==> config.mk <==
export PLATFORM = sky130hd
export DESIGN_NAME = pipeline_hazard_ctrl_flat
export DESIGN_NICKNAME = d
export VERILOG_FILES = /design/src/rtl/cpu_pipe_pkg.sv /design/src/rtl/pipeline_hazard_ctrl_if.sv /design/src/rtl/sat_counter.sv /design/src/rtl/pipeline_hazard_ctrl.sv /design/src/flat_wrapper.sv
export SDC_FILE = /design/constraint.sdc
export NUM_CORES = 1
export LEC_CHECK = 0
export CORE_ASPECT_RATIO = 0.7
export CORE_UTILIZATION = 46
export CTS_CLUSTER_DIAMETER = 80
export DETAILED_ROUTE_END_ITERATION = 7
export PLACE_DENSITY_LB_ADDON = 0.12
export SLEW_MARGIN = 20
export SYNTH_ARGS = -nofsm -noshare
export SYNTH_HDL_FRONTEND = slang
export SYNTH_HIERARCHICAL = 1
export SYNTH_SLANG_ARGS = --single-unit
export TNS_END_PERCENT = 50
==> constraint.sdc <==
create_clock -name clk -period 3.6 [get_ports clk]
set_clock_uncertainty 0.2 [all_clocks]
set_input_delay 0.54 -clock clk [delete_from_list [all_inputs] [get_ports clk]]
set_output_delay 0.54 -clock clk [all_outputs]
set_load 0.005 [all_outputs]
==> src/rtl/cpu_pipe_pkg.sv <==
// Shared types and constants for the pipeline hazard controller.
package cpu_pipe_pkg;

  // Controller states. RUN covers normal flow, branch flush and one-cycle
  // hazard stalls. MEM_WAIT freezes the pipe while data memory is busy.
  // TIMEOUT is a terminal freeze that only reset can leave.
  typedef enum logic [1:0] {
    ST_RUN      = 2'd0,
    ST_MEM_WAIT = 2'd1,
    ST_TIMEOUT  = 2'd2
  } hz_state_e;

  // XZR reads as zero and writes are discarded, so it never carries a value
  // between instructions.
  localparam logic [4:0] XZR = 5'd31;

  // Default number of MEM_WAIT cycles tolerated before giving up.
  localparam int DEF_MEM_TIMEOUT = 255;

  // True when an ID source register is read and matches a non-XZR EX
  // destination.
  function automatic logic reg_hazard(input logic [4:0] ex_rd,
                                      input logic [4:0] src,
                                      input logic       uses);
    return uses && (src == ex_rd) && (ex_rd != XZR);
  endfunction

endpackage

==> src/rtl/pipeline_hazard_ctrl_if.sv <==
// Hazard controller bus: hazard information in, pipeline register controls out.
// Handshake: mem_req is held by the MEM stage until the cycle in which
// mem_ready is high; that cycle completes the access and the pipe moves on.
interface pipeline_hazard_ctrl_if
  import cpu_pipe_pkg::*;
#(
  parameter int STALL_CNT_W = 16
);
  logic [4:0]             id_rn;
  logic [4:0]             id_rm;
  logic                   id_uses_rn;
  logic                   id_uses_rm;
  logic                   id_is_bcond;
  logic                   ex_mem_read;
  logic                   ex_set_flags;
  logic [4:0]             ex_rd;
  logic                   ex_br_taken;
  logic                   mem_req;
  logic                   mem_ready;
  logic                   pc_en;
  logic                   ifid_en;
  logic                   idex_en;
  logic                   exmem_en;
  logic                   memwb_en;
  logic                   ifid_flush;
  logic                   idex_bubble;
  logic                   memwb_bubble;
  logic [STALL_CNT_W-1:0] stall_cnt;
  logic                   mem_timeout;
  hz_state_e              dbg_state;

  // Pipeline side: supplies hazard information, consumes controls.
  modport master (
    output id_rn, id_rm, id_uses_rn, id_uses_rm, id_is_bcond,
           ex_mem_read, ex_set_flags, ex_rd, ex_br_taken, mem_req, mem_ready,
    input  pc_en, ifid_en, idex_en, exmem_en, memwb_en,
           ifid_flush, idex_bubble, memwb_bubble, stall_cnt, mem_timeout,
           dbg_state
  );

  // Controller side.
  modport slave (
    input  id_rn, id_rm, id_uses_rn, id_uses_rm, id_is_bcond,
           ex_mem_read, ex_set_flags, ex_rd, ex_br_taken, mem_req, mem_ready,
    output pc_en, ifid_en, idex_en, exmem_en, memwb_en,
           ifid_flush, idex_bubble, memwb_bubble, stall_cnt, mem_timeout,
           dbg_state
  );
endinterface

==> src/rtl/sat_counter.sv <==
// Up-counter that sticks at all-ones instead of wrapping.
module sat_counter #(
  parameter int W = 16
) (
  input  logic         clk,
  input  logic         i_clr_n,
  input  logic         i_en,
  output logic [W-1:0] o_cnt
);
  logic [W-1:0] r_cnt;

  // Clear has priority; count only while below the saturation value.
  always_ff @(posedge clk) begin
    if (!i_clr_n) begin
      r_cnt <= '0;
    end else if (i_en && (r_cnt != '1)) begin
      r_cnt <= r_cnt + 1'b1;
    end
  end

  assign o_cnt = r_cnt;
endmodule

==> src/rtl/pipeline_hazard_ctrl.sv <==
// Five-stage pipeline hazard controller: memory-wait freeze, taken-branch
// flush, load-use and flag-use stalls, plus a stall-cycle statistic.
module pipeline_hazard_ctrl
  import cpu_pipe_pkg::*;
#(
  parameter int STALL_CNT_W = 16,
  parameter int MEM_TIMEOUT = DEF_MEM_TIMEOUT
) (
  input logic                    clk,
  input logic                    rst,
  pipeline_hazard_ctrl_if.slave  bus
);
  localparam int              WAIT_W    = (MEM_TIMEOUT < 2) ? 1 : $clog2(MEM_TIMEOUT + 1);
  localparam logic [WAIT_W-1:0] WAIT_LAST = WAIT_W'(MEM_TIMEOUT - 1);

  hz_state_e               r_state;
  hz_state_e               w_state_nxt;
  logic [WAIT_W-1:0]       r_wait_cnt;
  logic                    r_mem_timeout;

  logic                    w_wait_clr;
  logic                    w_wait_inc;
  logic                    w_timeout_set;
  logic                    w_frozen;
  logic                    w_load_use;
  logic                    w_flag_use;
  logic                    w_pc_en;
  logic                    w_ifid_en;
  logic                    w_idex_en;
  logic                    w_exmem_en;
  logic                    w_memwb_en;
  logic                    w_ifid_flush;
  logic                    w_idex_bubble;
  logic                    w_memwb_bubble;
  logic [STALL_CNT_W-1:0]  w_stall_cnt;

  assign w_load_use = bus.ex_mem_read &&
                      (reg_hazard(bus.ex_rd, bus.id_rn, bus.id_uses_rn) ||
                       reg_hazard(bus.ex_rd, bus.id_rm, bus.id_uses_rm));
  assign w_flag_use = bus.id_is_bcond && bus.ex_set_flags;

  // State register, wait counter and sticky timeout flag.
  always_ff @(posedge clk) begin
    if (!rst) begin
      r_state       <= ST_RUN;
      r_wait_cnt    <= '0;
      r_mem_timeout <= 1'b0;
    end else begin
      r_state <= w_state_nxt;
      if (w_wait_clr) begin
        r_wait_cnt <= '0;
      end else if (w_wait_inc) begin
        r_wait_cnt <= r_wait_cnt + 1'b1;
      end
      if (w_timeout_set) begin
        r_mem_timeout <= 1'b1;
      end
    end
  end

  // Next state and pipeline controls, in priority order: memory freeze,
  // taken branch, data/flag hazard, normal run. The cycle in which a memory
  // wait ends re-examines the instructions in ID/EX like any RUN cycle.
  always_comb begin
    w_state_nxt    = r_state;
    w_wait_clr     = 1'b0;
    w_wait_inc     = 1'b0;
    w_timeout_set  = 1'b0;
    w_frozen       = 1'b0;
    w_pc_en        = 1'b1;
    w_ifid_en      = 1'b1;
    w_idex_en      = 1'b1;
    w_exmem_en     = 1'b1;
    w_memwb_en     = 1'b1;
    w_ifid_flush   = 1'b0;
    w_idex_bubble  = 1'b0;
    w_memwb_bubble = 1'b0;

    case (r_state)
      ST_RUN: begin
        if (bus.mem_req && !bus.mem_ready) begin
          w_state_nxt = ST_MEM_WAIT;
          w_wait_clr  = 1'b1;
          w_frozen    = 1'b1;
        end
      end
      ST_MEM_WAIT: begin
        if (bus.mem_ready) begin
          w_state_nxt = ST_RUN;
        end else begin
          w_frozen   = 1'b1;
          w_wait_inc = 1'b1;
          if (r_wait_cnt == WAIT_LAST) begin
            w_state_nxt   = ST_TIMEOUT;
            w_timeout_set = 1'b1;
          end
        end
      end
      ST_TIMEOUT: begin
        w_frozen = 1'b1;
      end
      default: begin
        w_state_nxt = ST_RUN;
        w_frozen    = 1'b1;
      end
    endcase

    if (w_frozen) begin
      w_pc_en        = 1'b0;
      w_ifid_en      = 1'b0;
      w_idex_en      = 1'b0;
      w_exmem_en     = 1'b0;
      w_memwb_en     = 1'b0;
      w_memwb_bubble = 1'b1;
    end else if (bus.ex_br_taken) begin
      w_ifid_flush  = 1'b1;
      w_idex_bubble = 1'b1;
    end else if (w_load_use || w_flag_use) begin
      w_pc_en       = 1'b0;
      w_ifid_en     = 1'b0;
      w_idex_bubble = 1'b1;
    end

    // In reset everything is held and every stage is filled with NOPs.
    if (!rst) begin
      w_state_nxt    = ST_RUN;
      w_pc_en        = 1'b0;
      w_ifid_en      = 1'b0;
      w_idex_en      = 1'b0;
      w_exmem_en     = 1'b0;
      w_memwb_en     = 1'b0;
      w_ifid_flush   = 1'b1;
      w_idex_bubble  = 1'b1;
      w_memwb_bubble = 1'b1;
    end
  end

  sat_counter #(
    .W (STALL_CNT_W)
  ) u_stall_cnt (
    .clk     (clk),
    .i_clr_n (rst),
    .i_en    (!w_pc_en),
    .o_cnt   (w_stall_cnt)
  );

  assign bus.pc_en        = w_pc_en;
  assign bus.ifid_en      = w_ifid_en;
  assign bus.idex_en      = w_idex_en;
  assign bus.exmem_en     = w_exmem_en;
  assign bus.memwb_en     = w_memwb_en;
  assign bus.ifid_flush   = w_ifid_flush;
  assign bus.idex_bubble  = w_idex_bubble;
  assign bus.memwb_bubble = w_memwb_bubble;
  assign bus.stall_cnt    = w_stall_cnt;
  assign bus.mem_timeout  = r_mem_timeout;
  assign bus.dbg_state    = r_state;
endmodule

==> src/flat_wrapper.sv <==
// flat-port wrapper written by rule: the top's interface ports become plain ports
module pipeline_hazard_ctrl_flat import cpu_pipe_pkg::*;
#(
  parameter int STALL_CNT_W = 16,
  parameter int MEM_TIMEOUT = DEF_MEM_TIMEOUT
)
  (clk, rst, bus_id_rn, bus_id_rm, bus_id_uses_rn, bus_id_uses_rm, bus_id_is_bcond, bus_ex_mem_read, bus_ex_set_flags, bus_ex_rd, bus_ex_br_taken, bus_mem_req, bus_mem_ready, bus_pc_en, bus_ifid_en, bus_idex_en, bus_exmem_en, bus_memwb_en, bus_ifid_flush, bus_idex_bubble, bus_memwb_bubble, bus_stall_cnt, bus_mem_timeout, bus_dbg_state);
  pipeline_hazard_ctrl_if #(.STALL_CNT_W(STALL_CNT_W)) bus_i ();
  input logic clk;
  input logic rst;
  input wire logic [$bits(bus_i.id_rn)-1:0] bus_id_rn;
  input wire logic [$bits(bus_i.id_rm)-1:0] bus_id_rm;
  input wire logic [$bits(bus_i.id_uses_rn)-1:0] bus_id_uses_rn;
  input wire logic [$bits(bus_i.id_uses_rm)-1:0] bus_id_uses_rm;
  input wire logic [$bits(bus_i.id_is_bcond)-1:0] bus_id_is_bcond;
  input wire logic [$bits(bus_i.ex_mem_read)-1:0] bus_ex_mem_read;
  input wire logic [$bits(bus_i.ex_set_flags)-1:0] bus_ex_set_flags;
  input wire logic [$bits(bus_i.ex_rd)-1:0] bus_ex_rd;
  input wire logic [$bits(bus_i.ex_br_taken)-1:0] bus_ex_br_taken;
  input wire logic [$bits(bus_i.mem_req)-1:0] bus_mem_req;
  input wire logic [$bits(bus_i.mem_ready)-1:0] bus_mem_ready;
  output wire logic [$bits(bus_i.pc_en)-1:0] bus_pc_en;
  output wire logic [$bits(bus_i.ifid_en)-1:0] bus_ifid_en;
  output wire logic [$bits(bus_i.idex_en)-1:0] bus_idex_en;
  output wire logic [$bits(bus_i.exmem_en)-1:0] bus_exmem_en;
  output wire logic [$bits(bus_i.memwb_en)-1:0] bus_memwb_en;
  output wire logic [$bits(bus_i.ifid_flush)-1:0] bus_ifid_flush;
  output wire logic [$bits(bus_i.idex_bubble)-1:0] bus_idex_bubble;
  output wire logic [$bits(bus_i.memwb_bubble)-1:0] bus_memwb_bubble;
  output wire logic [$bits(bus_i.stall_cnt)-1:0] bus_stall_cnt;
  output wire logic [$bits(bus_i.mem_timeout)-1:0] bus_mem_timeout;
  output wire logic [$bits(bus_i.dbg_state)-1:0] bus_dbg_state;
  assign bus_i.id_rn = bus_id_rn;
  assign bus_i.id_rm = bus_id_rm;
  assign bus_i.id_uses_rn = bus_id_uses_rn;
  assign bus_i.id_uses_rm = bus_id_uses_rm;
  assign bus_i.id_is_bcond = bus_id_is_bcond;
  assign bus_i.ex_mem_read = bus_ex_mem_read;
  assign bus_i.ex_set_flags = bus_ex_set_flags;
  assign bus_i.ex_rd = bus_ex_rd;
  assign bus_i.ex_br_taken = bus_ex_br_taken;
  assign bus_i.mem_req = bus_mem_req;
  assign bus_i.mem_ready = bus_mem_ready;
  assign bus_pc_en = bus_i.pc_en;
  assign bus_ifid_en = bus_i.ifid_en;
  assign bus_idex_en = bus_i.idex_en;
  assign bus_exmem_en = bus_i.exmem_en;
  assign bus_memwb_en = bus_i.memwb_en;
  assign bus_ifid_flush = bus_i.ifid_flush;
  assign bus_idex_bubble = bus_i.idex_bubble;
  assign bus_memwb_bubble = bus_i.memwb_bubble;
  assign bus_stall_cnt = bus_i.stall_cnt;
  assign bus_mem_timeout = bus_i.mem_timeout;
  assign bus_dbg_state = bus_i.dbg_state;
  pipeline_hazard_ctrl #(.STALL_CNT_W(STALL_CNT_W), .MEM_TIMEOUT(MEM_TIMEOUT)) u_core (.clk(clk), .rst(rst), .bus(bus_i));
endmodule
## Yosys cells after proc, flatten, opt, wreduce, memory -nomap -nowiden

Cells that the tools add are included.
W data, S select, Z words.

| word-level totals | value |
|---|---|
| output and inout bits | 27 |
| register bits after elaboration | 27 |
| word-level logic and storage cells | 59 |
| input bits | 25 |

| operators by class | value |
|---|---|
| reductions and logical operators | 15 |
| muxes and demuxes | 27 |
| bitwise gates (word level) | 2 |
| eq/ne operators | 9 |
| add/subtract/negate cells | 2 |

Operators with widths:

| operator | number |
|---|---|
| $mux W1 | 22 |
| $add A16 B1 Y16 const B | 1 |
| $ne A16 B16 Y1 const B | 1 |
| $eq A5 B5 Y1 | 2 |
| $add A8 B1 Y8 const B | 1 |
| $eq A8 B8 Y1 const B | 1 |
| $logic_and A1 B1 Y1 | 8 |
| $mux W2 | 3 |
| $pmux W2 S3 | 1 |
| $ne A5 B5 Y1 const B | 1 |
| $ne A3 B2 Y1 const B | 1 |
| $reduce_and A3 Y1 | 1 |
| $eq A2 B1 Y1 const B | 1 |
| $eq A2 B2 Y1 const B | 1 |
| $logic_not A1 Y1 | 2 |
| $logic_not A2 Y1 | 1 |
| $logic_or A1 B1 Y1 | 2 |
| $ne A2 B1 Y1 const B | 1 |
| $not A1 Y1 | 2 |
| $pmux W1 S2 | 1 |
| $reduce_or A2 Y1 | 1 |

## Logic depth before layout (Yosys ltp)

Gate-level depths: netlist (run 1).

| logic depth | value |
|---|---|
| depth in word-level cells | 12 |
| mapped depth | 8 |
| depth with buffers taken out | 8 |

## Hierarchy

The synthesis (run 1) kept the hierarchy.

Modules (own cells, without submodules):

| module | sequential area each (sq um) | cells an instance | area each (sq um) | instances |
|---|---|---|---|---|
| sat_counter | 320.3 | 97 | 837.1 | 1 |
| pipeline_hazard_ctrl | 220.2 | 84 | 750.7 | 1 |

## Worst setup path after synthesis (run 1)

Ideal clock, no wire load.

| timing path | value |
|---|---|
| kind | input to register |
| from | input port bus_id_rn[3] |
| to | register u_core.u_stall_cnt.r_cnt[13], in the netlist u_core/u_stall_cnt/o_cnt[13] |
| arrival time | 2.529 ns |
| required time | 3.329 ns |
| setup slack | 0.801 ns |
| setup time | 0.071 ns |
| buffers on the path | 0 |
| stages on the path | 7 |
| cell sequence | xor2_1 > nor4_1 > a32oi_1 > o31ai_1 > nand2_1 > or4_1 > a21oi_1 |

| between the ends | value |
|---|---|
| cells in the longest elaborated chain, start to end | 12 |

RTL lines:

| what | line | RTL |
|---|---|---|
| start: declaration | flat_wrapper.sv:11 | `input wire logic [$bits(bus_i.id_rn)-1:0] bus_id_rn;` |
| $eq A5 B5 Y1 | cpu_pipe_pkg.sv:25 | `return uses && (src == ex_rd) && (ex_rd != XZR);` |
| $logic_and A1 B1 Y1 (2 in a row) | cpu_pipe_pkg.sv:25 |  |
| $logic_or A1 B1 Y1 | pipeline_hazard_ctrl.sv:38 | `(reg_hazard(bus.ex_rd, bus.id_rn, bus.id_uses_rn) \|\|` |
| $logic_and A1 B1 Y1 | pipeline_hazard_ctrl.sv:37 | `assign w_load_use = bus.ex_mem_read &&` |
| $logic_or A1 B1 Y1 | pipeline_hazard_ctrl.sv:118 | `end else if (w_load_use \|\| w_flag_use) begin` |
| $mux W1 | pipeline_hazard_ctrl.sv:118 |  |
| $mux W1 | pipeline_hazard_ctrl.sv:115 | `end else if (bus.ex_br_taken) begin` |
| $mux W1 | pipeline_hazard_ctrl.sv:108 | `if (w_frozen) begin` |
| $mux W1 | pipeline_hazard_ctrl.sv:125 | `if (!rst) begin` |
| $logic_not A1 Y1 | pipeline_hazard_ctrl.sv:143 | `.i_en (!w_pc_en),` |
| $logic_and A1 B1 Y1 | sat_counter.sv:16 | `end else if (i_en && (r_cnt != '1)) begin` |
| end signal: assignment | sat_counter.sv:17 | `r_cnt <= r_cnt + 1'b1;` |
| end: declaration | sat_counter.sv:10 | `logic [W-1:0] r_cnt;` |

Every way passes these cells.
A chain may end at the register's enable or synchronous reset.

## Final worst setup path (run 1)

| timing path | value |
|---|---|
| from | input port bus_mem_ready |
| to | output port bus_ifid_en |

| between the ends | value |
|---|---|
| cells in the longest elaborated chain, start to end | 6 |
| elaborated cells between the ends (all ways) | 7 |
| classes of those cells | mux: 5; reduce/logical: 2 |

RTL lines:

| what | line | RTL |
|---|---|---|
| start: declaration | flat_wrapper.sv:21 | `input wire logic [$bits(bus_i.mem_ready)-1:0] bus_mem_ready;` |
| $logic_not A1 Y1 | pipeline_hazard_ctrl.sv:81 | `if (bus.mem_req && !bus.mem_ready) begin` |
| $logic_and A1 B1 Y1 | pipeline_hazard_ctrl.sv:81 |  |
| $mux W1 | pipeline_hazard_ctrl.sv:81 |  |
| $pmux W1 S2 (*) | pipeline_hazard_ctrl.sv:79 | `case (r_state)` |
| $mux W1 (*) | pipeline_hazard_ctrl.sv:108 |  |
| $mux W1 (*) | pipeline_hazard_ctrl.sv:125 |  |
| end: declaration | flat_wrapper.sv:23 | `output wire logic [$bits(bus_i.ifid_en)-1:0] bus_ifid_en;` |

Every way passes the cells marked *; elsewhere a longest branch is shown, timed or not.

==> results of run 1 <==
## stage by stage
| step | util | power [mW] |
|---|---|---|
| 6_report | 0.6810 | 0.5808 |
| 5_1_grt | 0.6810 | 0.6058 |
| 3_5_place_dp | 0.6665 | 0.4133 |
| 4_1_cts | 0.6810 | 0.5863 |
| 3_3_place_gp | 0.6665 | 0.4106 |
| 2_1_floorplan | - | 0.3533 |
## sequential cells by signal, summed over array words and instances (netlist names)
name	flops
u_core/r_wait_cnt	8
u_core/u_stall_cnt/o_cnt	16
u_core/bus.dbg_state	2
u_core/bus.mem_timeout	1
## placed cells by master, fill, tap and decap left out, types with 4 or more instances in the layout
cell type / Yosys / layout
or4_1: 5 / 5
xnor2_1: 5 / 5
dfxtp_1: 27 / 27
nand3_1: 7 / 7
o21ai_0: 5 / 5
inv_1: 8 / 8
nor4_1: 5 / 5
and3_1: 4 / 4
a21oi_1: 10 / 10
nand4_1: 6 / 6
nand2_1: 14 / 14
nor2_1: 14 / 14
o31ai_1: 7 / 7
clkdlybuf4s50_1: 0 / 51
and4_1: 4 / 4
xor2_1: 14 / 14
## metal layers
layer | up-vias | GRT usage | routed length (microns)
met4 | 0 | 0.05556 | 14
met2 | 73 | 0.3505 | 1774
met1 | 749 | 0.2840 | 1808
met5 | - | 0 | 0
met3 | 2 | 0.09270 | 376
li1 | 768 | - | -
## worst max path at each step
stage,endpoint,slack (ps)
finish,bus_ifid_en,320
global route,bus_ifid_en,180
CTS,bus_ifid_en,320
detailed placement,u_core/u_stall_cnt/o_cnt[11]$_SDFFE_PN0P_,310
global placement,u_core/u_stall_cnt/o_cnt[6]$_SDFFE_PN0P_,380
floorplan,u_core/u_stall_cnt/o_cnt[13]$_SDFFE_PN0P_,800
## cell type report
class | instances | share of cell area
clock buffer | 3 | 0.01888
clock inverter | 1 | 0.002288
inverter | 8 | 0.01373
multi-input combinational | 140 | 0.4474
sequential | 27 | 0.2471
tap | 47 | 0.02689
timing repair buffer | 54 | 0.2437
## report_power, final
| part | switching, mW | internal (mW) | total (mW) |
|---|---|---|---|
| combinational | 0.0400 | 0.0585 | 0.0986 |
| clock | 0.0961 | 0.0777 | 0.174 |
| sequential | 0.00601 | 0.302 | 0.308 |
| total | 0.142 | 0.439 | 0.581 |
## cells by family after synthesis
| group | Yosys count | synth area share |
|---|---|---|
| simple gates | 78 | 0.3010 |
| mux | 3 | 0.01891 |
| flops | 27 | 0.3404 |
| buf+inv | 14 | 0.04334 |
| compound gates | 37 | 0.1679 |
| xor+xnor | 19 | 0.1048 |
| fa+ha+maj | 3 | 0.02364 |
==> qor.csv, run 1 <==
stage,metric,value,unit
setup_path,Startpoint Class,input port,
yosys,post-synthesis average cell area,8.772,sq um
yosys,cell types occupying the most area after synthesis,"dfxtp_1 34%, xor2_1 7.7%, nand2_1 3.3%, nor2_1 3.3%, o31ai_1 3.3%",
place,cell area after placement,0.002141,sq mm
cells_and_area,# nets final,262,
place,routability congestion estimate,0.8344,
clock_tree,Num Clock Sinks,27,
clock_tree,total clock buffers created by CTS,3,
die,area of the placeable core,0.003212,sq mm
yosys,flip-flop and latch count after synthesis,27,
yosys,predominant post-synthesis flop cell,dfxtp_1,
place,worst-case setup slack after placement,308.1,ps
yosys,proportion of register bits with asynchronous set or reset after synthesis,0,
yosys,most repeated cell in the gate-level netlist after synthesis,dfxtp_1,
power_and_ir_drop,maximum VDD drop,0.1692,mV
cells_and_area,"Design Area, Final",0.002187,sq mm
yosys,sequential share of the synthesized area,0.3404,
setup_path,top fanout value on the critical path,5,
yosys,Post-Syn Area,0.001588,sq mm
sta,post-route setup slack,317.4,ps
sta,setup tns final,0,ps
global_routing,vias in the first global route,1411,
setup_path,arrival time of the worst setup path,2540,ps
setup_path,category of the most critical setup path,in2out,
yosys,count of flip-flops with a built-in enable after synthesis,0,
setup_path,library cell contributing the largest single delay on the critical path,clkdlybuf4s50_1,
min_path,endpoint with the worst hold slack,u_core/bus.mem_timeout$_SDFFE_PN0P_,
global_routing,GRT Overall Usage,0.2235,
die,total die area,0.003694,sq mm
die,die height,51.16,microns
sta,Final Max Tran Viols,0,
sta,Slew HR,0.5573,
clock_tree,H-tree depth,1,
sta,setup repair after global routing missed its margin,false,
setup_path,element type at the critical path end,output pin,
setup_path,buffers plus inverters on the worst setup path,2,
yosys,synthesized netlist net count,209,
power_and_ir_drop,power density cells,265.6,mW/mm^2
yosys,warning count from the yosys run,6,
clock_tree,clock edge transition at the registers on the reported setup and hold paths,90,ps
cells_and_area,relative area change from synthesis to final layout,37.75,%
drt,Pre-Repair DR Iteration Count,4,
global_routing,maximum number of pins on one net before global-route repair,16,
setup_path,count of cell instances traversed by the critical path,6,
sta,Hold Worst Slack,270.2,ps
clock_tree,TritonCTS clock tree,done,
clock_tree,# Post-CTS Setup Buffers,0,
cells_and_area,number of filler instances in the final layout,263,
min_path,cell depth of the worst min-delay path,1,
place,number of placed cells counting well taps,276,
drt,drt initial violations,109,
global_routing,number of antenna violations at the first check in global routing,0,
clock_tree,clock root cell,clkbuf_8,
setup_path,crit-path leading delay family,buffers and inverters,
drt,DRC violations left,0,
yosys,count of distinct cell types in the synthesized netlist,47,
setup_path,CP required,2860,ps
sta,period utilisation layout,0.9118,
global_routing,global-route congestion overflow total,0,
yosys,biggest area consumer among synthesized cells,dfxtp_1,
cells_and_area,sequential standard cell area,540.5,sq um
setup_path,"Largest stage delay, worst path",620,ps
cells_and_area,final cell count without fillers,280,
cells_and_area,proportion of layout cells with a drive suffix above 1,0.07296,
global_routing,first-pass GRT wire length,6368,microns
flow_run,number of maximum-capacitance violations,0,
min_path,worst min-delay path startpoint,u_core/bus.mem_timeout$_SDFFE_PN0P_,
yosys,area share of the largest cell type after synthesis,0.3404,
run_status,outcome,completed,
cells_and_area,area of combinational cells with multiple inputs,978.4,sq um
setup_path,R2R setup slack,1250,ps
power_and_ir_drop,leakage dissipation,0.7701,nW
place,DPL Wire Length,3091,microns
die,Initial Utilization,0.4944,
setup_path,Most Frequent Cell on Critical Path,clkdlybuf4s50_1,
yosys,synth cell count leaders,"27 x dfxtp_1, 14 x nand2_1, 14 x nor2_1, 14 x xor2_1, 10 x a21oi_1",
cells_and_area,total inserted antenna cells,0,
yosys,synthesized netlist cell count,181,
die,number of placement rows,17,
setup_path,critical path launch point,bus_mem_ready,
setup_path,Critical R2R Launch,u_core/bus.dbg_state[0]$_SDFFE_PN0P_,
setup_path,count of cells along the worst register-to-register path,9,
place,# port buffers,51,
clock_tree,hold_buf cts,0,
clock_tree,CTS max path bufs,2,
min_path,class of the tightest hold or removal check,reg2reg,
die,I/O pin cnt,52,
clock_tree,Clock Latency Late Sink,280,ps
drt,detail-routed via count per cell,5.686,
die,Horiz. Die Dim,72.22,microns
sta,Setup-failing EPs final,0,
sta,final hold violations,0,
clock_tree,cells resized by post-CTS repair,0,
sta,Final Critical Period,3283,ps
setup_path,crit path cell chain,clkdlybuf4s50_1 -> o21ba_2 -> nor3b_2 -> o21a_1 -> o31a_1 -> clkdlybuf4s50_1,
drt,routed len/inst,14.19,microns
sta,top achievable clock speed,304.6,MHz
drt,antenna-violating nets left,0,
sta,actual transition at the worst max-transition pin,658.5,ps
setup_path,worst reg2reg path endpoint,u_core/u_stall_cnt/o_cnt[6]$_SDFFE_PN0P_,
drt,total number of vias,1592,
drt,final WL,3974,microns
No activity file was read; power rests on OpenSTA's default activity.
==> run 2, diff against run 1 <==
--- a/config.mk
+++ b/config.mk
@@ -5,9 +5,11 @@
 export SDC_FILE = /design/constraint.sdc
 export NUM_CORES = 1
 export LEC_CHECK = 0
+export CAP_MARGIN = 10
 export CORE_ASPECT_RATIO = 0.7
 export CORE_UTILIZATION = 46
 export CTS_CLUSTER_DIAMETER = 80
+export CTS_CLUSTER_SIZE = 25
 export DETAILED_ROUTE_END_ITERATION = 7
 export PLACE_DENSITY_LB_ADDON = 0.12
 export SLEW_MARGIN = 20
==> results of run 2 <==
Final layout, timing and power as in run 1 (identical DEF).
==> run 3, diff against run 2 <==
--- a/config.mk
+++ b/config.mk
@@ -7,12 +7,11 @@
 export LEC_CHECK = 0
 export CAP_MARGIN = 10
 export CORE_ASPECT_RATIO = 0.7
-export CORE_UTILIZATION = 46
+export CORE_UTILIZATION = 49
 export CTS_CLUSTER_DIAMETER = 80
 export CTS_CLUSTER_SIZE = 25
 export DETAILED_ROUTE_END_ITERATION = 7
 export PLACE_DENSITY_LB_ADDON = 0.12
-export SLEW_MARGIN = 20
 export SYNTH_ARGS = -nofsm -noshare
 export SYNTH_HDL_FRONTEND = slang
 export SYNTH_HIERARCHICAL = 1
==> constraint.sdc (replaced) <==
create_clock -name clk -period 4.1 [get_ports clk]
set_clock_uncertainty 0.2 [all_clocks]
set_input_delay 0.615 -clock clk [delete_from_list [all_inputs] [get_ports clk]]
set_output_delay 0.615 -clock clk [all_outputs]
set_load 0.005 [all_outputs]
==> run 3 against run 2 <==
Die area shrank 5.9%; critical path type is now in2reg; combinational power shrank 14%; utilization grew 5.6 points; highest routed layer unchanged; clock power shrank 11%; clock-buffer cell count is the same.
==> qor.csv, run 3 (synthesis results as in run 1) <==
stage,metric,value,unit
cells_and_area,# nets final,261,
setup_path,element type at the critical path end,flop,
global_routing,GRT Overall Usage,0.2308,
cells_and_area,total inserted antenna cells,0,
cells_and_area,area of combinational cells with multiple inputs,978.4,sq um
clock_tree,total clock buffers created by CTS,3,
cells_and_area,"commonest cells after routing, fill and taps aside","51 x clkdlybuf4s50_1, 27 x dfxtp_1, 14 x xor2_1, 14 x nand2_1, 14 x nor2_1",
place,routability congestion estimate,0.8206,
die,Horiz. Die Dim,70.04,microns
clock_tree,CTS max path bufs,2,
cells_and_area,sequential standard cell area,540.5,sq um
die,area of the placeable core,0.002943,sq mm
clock_tree,H-tree depth,1,
power_and_ir_drop,leakage dissipation,0.7618,nW
clock_tree,cells resized by post-CTS repair,0,
power_and_ir_drop,power density cells,235.0,mW/mm^2
sta,Final Max Tran Viols,0,
place,DPL Wire Length,2960,microns
global_routing,first-pass GRT wire length,6285,microns
drt,detail-routed via count per cell,5.925,
sta,Final Critical Period,3478,ps
cells_and_area,relative area change from synthesis to final layout,36.56,%
place,number of placed cells counting well taps,263,
cells_and_area,proportion of layout cells with a drive suffix above 1,0.06897,
drt,drt initial violations,115,
sta,setup tns final,0,ps
clock_tree,clock edge transition at the registers on the reported setup and hold paths,90,ps
run_status,outcome,completed,
die,Initial Utilization,0.5395,
min_path,class of the tightest hold or removal check,reg2reg,
sta,setup repair after global routing missed its margin,false,
setup_path,arrival time of the worst setup path,3480,ps
clock_tree,clock root cell,clkbuf_8,
global_routing,number of antenna violations at the first check in global routing,0,
place,# port buffers,51,
sta,period utilisation layout,0.8482,
clock_tree,TritonCTS clock tree,done,
cells_and_area,number of filler instances in the final layout,216,
clock_tree,hold_buf cts,0,
clock_tree,Num Clock Sinks,27,
power_and_ir_drop,Clk network pwr share,0.303,
setup_path,category of the most critical setup path,in2reg,
die,I/O pin cnt,52,
global_routing,vias in the first global route,1426,
clock_tree,# Post-CTS Setup Buffers,0,
power_and_ir_drop,fraction of power spent switching nets,0.2443,
drt,final WL,3941,microns
cells_and_area,most common library cell in the layout ignoring fill and taps,clkdlybuf4s50_1,
drt,Pre-Repair DR Iteration Count,4,
sta,Setup-failing EPs final,0,
power_and_ir_drop,net switching power,124.5,uW
sta,Slew HR,0.5545,
sta,final hold violations,0,
sta,top achievable clock speed,287.5,MHz
drt,routed len/inst,14.71,microns
setup_path,Startpoint Class,input port,
sta,actual transition at the worst max-transition pin,662.6,ps
cells_and_area,final cell count without fillers,268,
flow_run,number of maximum-capacitance violations,0,
clock_tree,Clock Latency Late Sink,270,ps
drt,DRC violations left,0,
power_and_ir_drop,Comb pwr share,0.166,
cells_and_area,Largest register FFs,16,
global_routing,maximum number of pins on one net before global-route repair,18,
power_and_ir_drop,register share of total power,0.531,
drt,total number of vias,1588,
power_and_ir_drop,maximum VDD drop,0.1436,mV
global_routing,global-route congestion overflow total,0,
die,die height,49.63,microns
drt,antenna-violating nets left,0,
power_and_ir_drop,internal power,385.0,uW
setup_path,top fanout value on the critical path,10,
die,total die area,0.003475,sq mm
die,number of placement rows,16,
setup_path,CP required,4100,ps
## run 3: cell count changes in the layout (fill, tap and decap cells not counted), sizes merged
cell | before | now
buf | 3 | 2
clkinv | 1 | 0
clkinvlp | 0 | 1
## run 3: path summary, 6_finish.rpt
check        slack (ps)  cells after the start                            startpoint                                       end
min reg2reg         290                      1   u_core/bus.mem_timeout$_SDFFE_PN0P_       u_core/bus.mem_timeout$_SDFFE_PN0P_
max                 620                      8                          bus_ex_rd[4]  u_core/u_stall_cnt/o_cnt[9]$_SDFFE_PN0P_
min                 290                      1   u_core/bus.mem_timeout$_SDFFE_PN0P_       u_core/bus.mem_timeout$_SDFFE_PN0P_
max reg2reg        1570                      7  u_core/bus.dbg_state[0]$_SDFFE_PN0P_  u_core/u_stall_cnt/o_cnt[9]$_SDFFE_PN0P_
## run 3: final cells by class
type,count,share of cell area
Sequential cell,27,0.2493
Tap cell,36,0.02077
Inverter,8,0.01385
Clock inverter,1,0.003462
Multi-Input combinational cell,140,0.4512
Timing Repair Buffer,53,0.2424
Clock buffer,3,0.01904
## run 3: power by group through the flow
stage,clock network [mW],logic [mW],registers (mW)
after floorplan,0,0.0343,0.276
after global placement,0,0.0822,0.276
after detailed placement,0,0.0841,0.277
after CTS,0.159,0.0848,0.271
after global routing,0.168,0.0916,0.272
final,0.154,0.0846,0.271
## run 3: worst max-delay path, cell delays in order
cell and delay (ps):
clkdlybuf4s50_1 480, xor2_1 190, nor4_1 300, a32oi_1 150, o31ai_1 620, nand2_1 400
or4_1 560, a21oi_1 170
## run 3: stage by stage
step / total power, mW / hold slack, ps / worst slack (ps) / utilization / area, sq um
after detailed placement: 0.3607 / 279.9 / 414.1 / 0.7177 / 2112
after global routing: 0.5317 / 318.5 / 258.2 / 0.7368 / 2168
after global placement: 0.3585 / 247.1 / 517.8 / 0.7177 / 2112
after CTS: 0.5147 / 303.0 / 637.9 / 0.7343 / 2161
after floorplan: 0.3102 / 264.2 / 1226 / - / 1588
final: 0.5095 / 287.5 / 622.3 / 0.7368 / 2168
## run 3: layer usage
| layer | track usage | up-vias | routed length (microns) |
|---|---|---|---|
| met4 | 0.07000 | 0 | 42 |
| met1 | 0.2909 | 718 | 1742 |
| li1 | - | 771 | - |
| met2 | 0.3894 | 93 | 1769 |
| met5 | 0 | - | 0 |
| met3 | 0.05930 | 6 | 386 |
